**config.mk**
```make
export PLATFORM = sky130hd
export DESIGN_NAME = serial_adder_flat
export DESIGN_NICKNAME = d
export VERILOG_FILES = /design/src/rtl/serial_adder_if.sv /design/src/rtl/serial_adder.sv /design/src/flat_wrapper.sv
export SDC_FILE = /design/constraint.sdc
export NUM_CORES = 1
export LEC_CHECK = 0
export ABC_AREA = 1
export BUFFER_PORTS_ARGS = -buffer_cell sky130_fd_sc_hd__buf_2
export CAP_MARGIN = 20
export CORE_MARGIN = 2
export CORE_UTILIZATION = 29
export CTS_BUF_LIST = sky130_fd_sc_hd__clkbuf_16
export DETAILED_ROUTE_END_ITERATION = 6
export PLACE_DENSITY = 0.48
export SYNTH_ARGS = -nofsm -noshare
export SYNTH_HDL_FRONTEND = slang
export SYNTH_SLANG_ARGS = --single-unit
```
**constraint.sdc**
```tcl
create_clock -name clk -period 1.58 [get_ports clk]
set_input_delay 0.158 -clock clk [delete_from_list [all_inputs] [get_ports clk]]
set_output_delay 0.158 -clock clk [all_outputs]
set_load 0.01 [all_outputs]
```
**src/rtl/serial_adder_if.sv**
```systemverilog
// Operand/result bundle for serial_adder: start request, operands and the
// busy/done/result return path.
interface serial_adder_if #(
  parameter int WIDTH = 8
);
  logic             start;
  logic [WIDTH-1:0] a;
  logic [WIDTH-1:0] b;
  logic             cin;
  logic             sub;
  logic             busy;
  logic             done;
  logic [WIDTH-1:0] sum;
  logic             cout;
  logic             ovf;

  modport master (
    output start, a, b, cin, sub,
    input  busy, done, sum, cout, ovf
  );

  modport slave (
    input  start, a, b, cin, sub,
    output busy, done, sum, cout, ovf
  );
endinterface

```
**src/rtl/serial_adder.sv**
```systemverilog
// Multi-cycle adder/subtractor: DIGIT bits per clock through a ripple chain
// of full-adder cells, carry held in a register between steps.
module serial_adder #(
  parameter int WIDTH = 8,
  parameter int DIGIT = 1
) (
  input logic           clk,
  input logic           rst,
  serial_adder_if.slave bus
);
  localparam int STEPS = WIDTH / DIGIT;
  localparam int CW    = $clog2(STEPS + 1);

  generate
    if (WIDTH < 2 || DIGIT < 1 || (WIDTH % DIGIT) != 0) begin : g_bad_params
      $error("serial_adder: WIDTH must be >= 2 and divisible by DIGIT");
    end
  endgenerate

  typedef enum logic [1:0] {IDLE, RUN, DONE} state_t;

  state_t           state_reg, state_next;
  logic [WIDTH-1:0] opa_reg, opa_next;
  logic [WIDTH-1:0] opb_reg, opb_next;
  logic [WIDTH-1:0] acc_reg, acc_next;
  logic [WIDTH-1:0] sum_reg, sum_next;
  logic             carry_reg, carry_next;
  logic             cout_reg, cout_next;
  logic             ovf_reg, ovf_next;
  logic [CW-1:0]    cnt_reg, cnt_next;

  logic [DIGIT:0]   chain;
  logic [DIGIT-1:0] digit_sum;
  logic [WIDTH-1:0] shifted;
  logic             last_step;

  assign chain[0] = carry_reg;

  genvar gi;
  generate
    for (gi = 0; gi < DIGIT; gi++) begin : g_cell
      assign digit_sum[gi] = opa_reg[gi] ^ opb_reg[gi] ^ chain[gi];
      assign chain[gi+1]   = (opa_reg[gi] & opb_reg[gi]) |
                             (opb_reg[gi] & chain[gi])   |
                             (opa_reg[gi] & chain[gi]);
    end
  endgenerate

  // Result fills from the top so the first (least significant) digit ends up at bit 0.
  assign shifted   = (acc_reg >> DIGIT) | (WIDTH'(digit_sum) << (WIDTH - DIGIT));
  assign last_step = (cnt_reg == CW'(STEPS - 1));

  always_comb begin
    state_next = state_reg;
    opa_next   = opa_reg;
    opb_next   = opb_reg;
    acc_next   = acc_reg;
    carry_next = carry_reg;
    cnt_next   = cnt_reg;
    sum_next   = sum_reg;
    cout_next  = cout_reg;
    ovf_next   = ovf_reg;
    case (state_reg)
      IDLE: begin
        if (bus.start) begin
          // Subtract as A + ~B + 1; the borrow-in cancels the +1.
          opa_next   = bus.a;
          opb_next   = bus.b ^ {WIDTH{bus.sub}};
          carry_next = bus.cin ^ bus.sub;
          acc_next   = '0;
          cnt_next   = '0;
          state_next = RUN;
        end
      end
      RUN: begin
        acc_next   = shifted;
        opa_next   = opa_reg >> DIGIT;
        opb_next   = opb_reg >> DIGIT;
        carry_next = chain[DIGIT];
        cnt_next   = cnt_reg + CW'(1);
        if (last_step) begin
          sum_next   = shifted;
          cout_next  = chain[DIGIT];
          ovf_next   = chain[DIGIT-1] ^ chain[DIGIT];
          state_next = DONE;
        end
      end
      DONE: begin
        state_next = IDLE;
      end
      default: begin
        state_next = IDLE;
      end
    endcase
  end

  always_ff @(posedge clk) begin
    if (rst) begin
      state_reg <= IDLE;
      opa_reg   <= '0;
      opb_reg   <= '0;
      acc_reg   <= '0;
      carry_reg <= 1'b0;
      cnt_reg   <= '0;
      sum_reg   <= '0;
      cout_reg  <= 1'b0;
      ovf_reg   <= 1'b0;
    end else begin
      state_reg <= state_next;
      opa_reg   <= opa_next;
      opb_reg   <= opb_next;
      acc_reg   <= acc_next;
      carry_reg <= carry_next;
      cnt_reg   <= cnt_next;
      sum_reg   <= sum_next;
      cout_reg  <= cout_next;
      ovf_reg   <= ovf_next;
    end
  end

  assign bus.busy = (state_reg == RUN);
  assign bus.done = (state_reg == DONE);
  assign bus.sum  = sum_reg;
  assign bus.cout = cout_reg;
  assign bus.ovf  = ovf_reg;
endmodule

```
**src/flat_wrapper.sv**
```systemverilog
// flat-port wrapper written by rule: the top's interface ports become plain ports
module serial_adder_flat 
#(
  parameter int WIDTH = 8,
  parameter int DIGIT = 1
)
  (clk, rst, bus_start, bus_a, bus_b, bus_cin, bus_sub, bus_busy, bus_done, bus_sum, bus_cout, bus_ovf);
  serial_adder_if #(.WIDTH(WIDTH)) bus_i ();
  input logic clk;
  input logic rst;
  input wire logic [$bits(bus_i.start)-1:0] bus_start;
  input wire logic [$bits(bus_i.a)-1:0] bus_a;
  input wire logic [$bits(bus_i.b)-1:0] bus_b;
  input wire logic [$bits(bus_i.cin)-1:0] bus_cin;
  input wire logic [$bits(bus_i.sub)-1:0] bus_sub;
  output wire logic [$bits(bus_i.busy)-1:0] bus_busy;
  output wire logic [$bits(bus_i.done)-1:0] bus_done;
  output wire logic [$bits(bus_i.sum)-1:0] bus_sum;
  output wire logic [$bits(bus_i.cout)-1:0] bus_cout;
  output wire logic [$bits(bus_i.ovf)-1:0] bus_ovf;
  assign bus_i.start = bus_start;
  assign bus_i.a = bus_a;
  assign bus_i.b = bus_b;
  assign bus_i.cin = bus_cin;
  assign bus_i.sub = bus_sub;
  assign bus_busy = bus_i.busy;
  assign bus_done = bus_i.done;
  assign bus_sum = bus_i.sum;
  assign bus_cout = bus_i.cout;
  assign bus_ovf = bus_i.ovf;
  serial_adder #(.WIDTH(WIDTH), .DIGIT(DIGIT)) u_core (.clk(clk), .rst(rst), .bus(bus_i));
endmodule
```
==> results.yml <==
run_status:
  status: "finished, final reports clean"
drt:
  via_per_inst: 4.44
  route.detailed.drc: 0
  wire_per_inst_um: 11.0
  dr.pass1.iters: 4
  ant_nets: 0
  num_vias: 1731
  drt-initial-drc-count: 59
  wl_um: 4280
critical_path:
  cp_max_fo: 26
  cp-end-kind: "primary output"
  ff2ff_setup_slack_ns: 0.22
  cpPeakStageDelay_ns: 0.34
  reg2reg_to: "u_core.opa_reg[3]"
  rr_worst_depth: 8
  critical_path_arrival_ns: 1.26
  crit_chain: "inv_2, nand2_4, inv_6, buf_2"
  crit_type: "reg2out"
  required_ns: 1.42
  r2r_start: "u_core.state_reg[1]"
  crit_path_top_delay_cell: "dfxtp_1"
  worstSetupEndpoint: "bus_busy"
  critPathLaunch: "u_core.state_reg[1]"
  critPathLaunchType: "flop"
cells_and_area:
  n_antenna_cell: 0
  final_nets: 335
  finish.instance_area_mm2: 0.00224
  drive_gt1_share_pct: 16.0
  areaGrowthSynthToFinish_pct: 17.8
sta:
  maxSlewHeadroom_pct: 75.5
  setup_tns_ns: 0
  slew_viol_final: 0
  finalCritPeriodShare_pct: 89.5
  rsz0062_at_grt: "false"
  timing_hold_violations_final: 0
  setup_viol: 0
  period_minus_slack_ns: 1.41
  fmax_mhz: 707
  clock-skew-final_ns: 0.00341
  worst_slack_ns: 0.166
  worstMarginPinSlew_ns: 0.365
cts:
  cts.sinks: 40
  tritoncts: "done"
  ctsHtreeMaxLevel: 2
  worstSkewPairLatency_ns: 0.28
  clockBufferDepth: 2
  cts-root-buf: "clkbuf_16"
  post_cts.repair.setup_buffers: 0
  cts_buffers: 5
  clk_pin_slew_worst_paths_ns: 0.06
synth:
  synth_top_area_share_pct: 42.2
  syn_inst: 281
  synth_area_mm2: 0.00190
  yosysUniqueCellTypes: 21
  synthesis.nets: 304
  yosysWarnings: 0
  synth_edf_count: 0
  ys_ff_latch: 40
  synthFlopType: "dfxtp_1"
  netlist_top_cells_count: "nand2_1 (85), nor2_1 (46), dfxtp_1 (40)"
  async_flop_share_pct: 0
  yosysSeqAreaShare_pct: 42.2
  synth_top_area_cell: "dfxtp_1"
  synth.most_common_cell: "nand2_1"
  netlist_top_cells_area: "dfxtp_1 (42%), nand2_1 (17%), nand3_1 (10%)"
  postSynthAreaPerCell_um2: 6.75
placed_design:
  place.gp.congestion: 0.720
  place_area_mm2: 0.00211
  portBuffers: 32
  dp_slack_ns: 0.272
  dp.final_hpwl_um: 2980
floorplanning:
  core_mm2: 0.00635
  die_h_um: 84.9
  io_pins: 33
  dieArea_mm2: 0.00721
  die_w_um: 84.9
  start_util_pct: 29.9
  core.rowCount: 29
power:
  leakage_nw: 1.05
  powerDensity_mw_per_mm2: 1010
  peakVddDrop_mv: 0.562
global_routing:
  grt_overflow: 0
  track_usage_pct: 12.6
  grt_pass1_vias: 1599
  antenna_found_initial: 0
  grt_max_degree: 18
  grt_pass1_wl_um: 7330
run:
  drv_cap: 0
worst_hold_path:
  hp-class: "in2reg"
## layout make-up
class	instances	area (um2)
fill	700	4110
multi-input combinational	204	908
sequential	40	802
timing repair buffer	37	198
clock buffer	5	125
tap	77	96.3
inverter	24	95.1
clock inverter	3	11.3
## kinds of logic after synthesis
| group | after synthesis | share of synthesized area (%) |
|---|---|---|
| AOI/OAI and AO/OA | 25 | 6.59 |
| xor gates and xnor gates | 2 | 0.923 |
| DFF | 40 | 42.2 |
| and+or+nand+nor | 175 | 38.6 |
| buffers and inverters | 37 | 9.95 |
| adders and majority gates | 2 | 1.71 |
## critical path, delay by kind of cell (launching register included)
family,cells,cell delay [ns]
and+or+nand+nor,1,0.15
buffers and inverters,3,0.49
DFF,1,0.34
## routing by layer
| metal | wire (um) | track usage [%] |
|---|---|---|
| met5 | 0 | 0 |
| met4 | 17 | 3.90 |
| met3 | 178 | 3.40 |
| met2 | 1910 | 19.8 |
| met1 | 2170 | 16.8 |
## where the power goes
group	internal, mW	switching [mW]
sequential	1.05	0.0261
combinational	0.0911	0.161
clock	0.568	0.373
total	1.70	0.560
## per-stage QoR
step	hold WS [ns]	util [%]	total power, mW	instances
final	0.158	35.2	2.26	390
after detailed placement	0.449	33.2	1.35	383
after global placement	0.446	33.2	1.35	383
after global routing	0.178	35.2	2.37	390
after CTS	0.160	35.3	2.30	391
after floorplan	0.301	-	1.29	281
## what timing repair did
item / CTS / global route
hold buffers: 0 / 0
cloned: 0 / 0
setup endpoints to repair: 1 / 1
pin swaps: 0 / 0
gates resized for setup: 1 / 0
## worst min-delay path by stage
| stage | cells past startpoint | end | start |
|---|---|---|---|
| 6_report | 3 | u_core.opa_reg[7] | bus_a[7] |
| 5_1_grt | 3 | u_core.opa_reg[7] | bus_a[7] |
| 4_1_cts | 3 | u_core.opa_reg[7] | bus_a[7] |
| 3_5_place_dp | 3 | u_core.opa_reg[7] | bus_a[7] |
| 3_3_place_gp | 3 | u_core.opa_reg[7] | bus_a[7] |
| 2_1_floorplan | 2 | u_core.opa_reg[7] | bus_a[7] |
## layout by cell type, fill, tap and decap left out
| cell type | count |
|---|---|
| clkbuf_16 | 5 |
| clkinv_1 | 1 |
| dfxtp_2 | 1 |
| nor2_4 | 2 |
| buf_4 | 5 |
| a21oi_1 | 21 |
| inv_6 | 1 |
| inv_1 | 24 |
| nor2_1 | 46 |
| ha_1 | 1 |
| nand2_2 | 2 |
| nand2_4 | 1 |
| nand3_1 | 39 |
| nand2_1 | 85 |
| o21ai_1 | 1 |
| fa_1 | 1 |
| o21ai_0 | 3 |
| xnor2_1 | 1 |
| buf_2 | 32 |
| inv_2 | 1 |
| dfxtp_1 | 39 |
| xor2_1 | 1 |
Note: power is estimated with default switching activity, not from simulation.
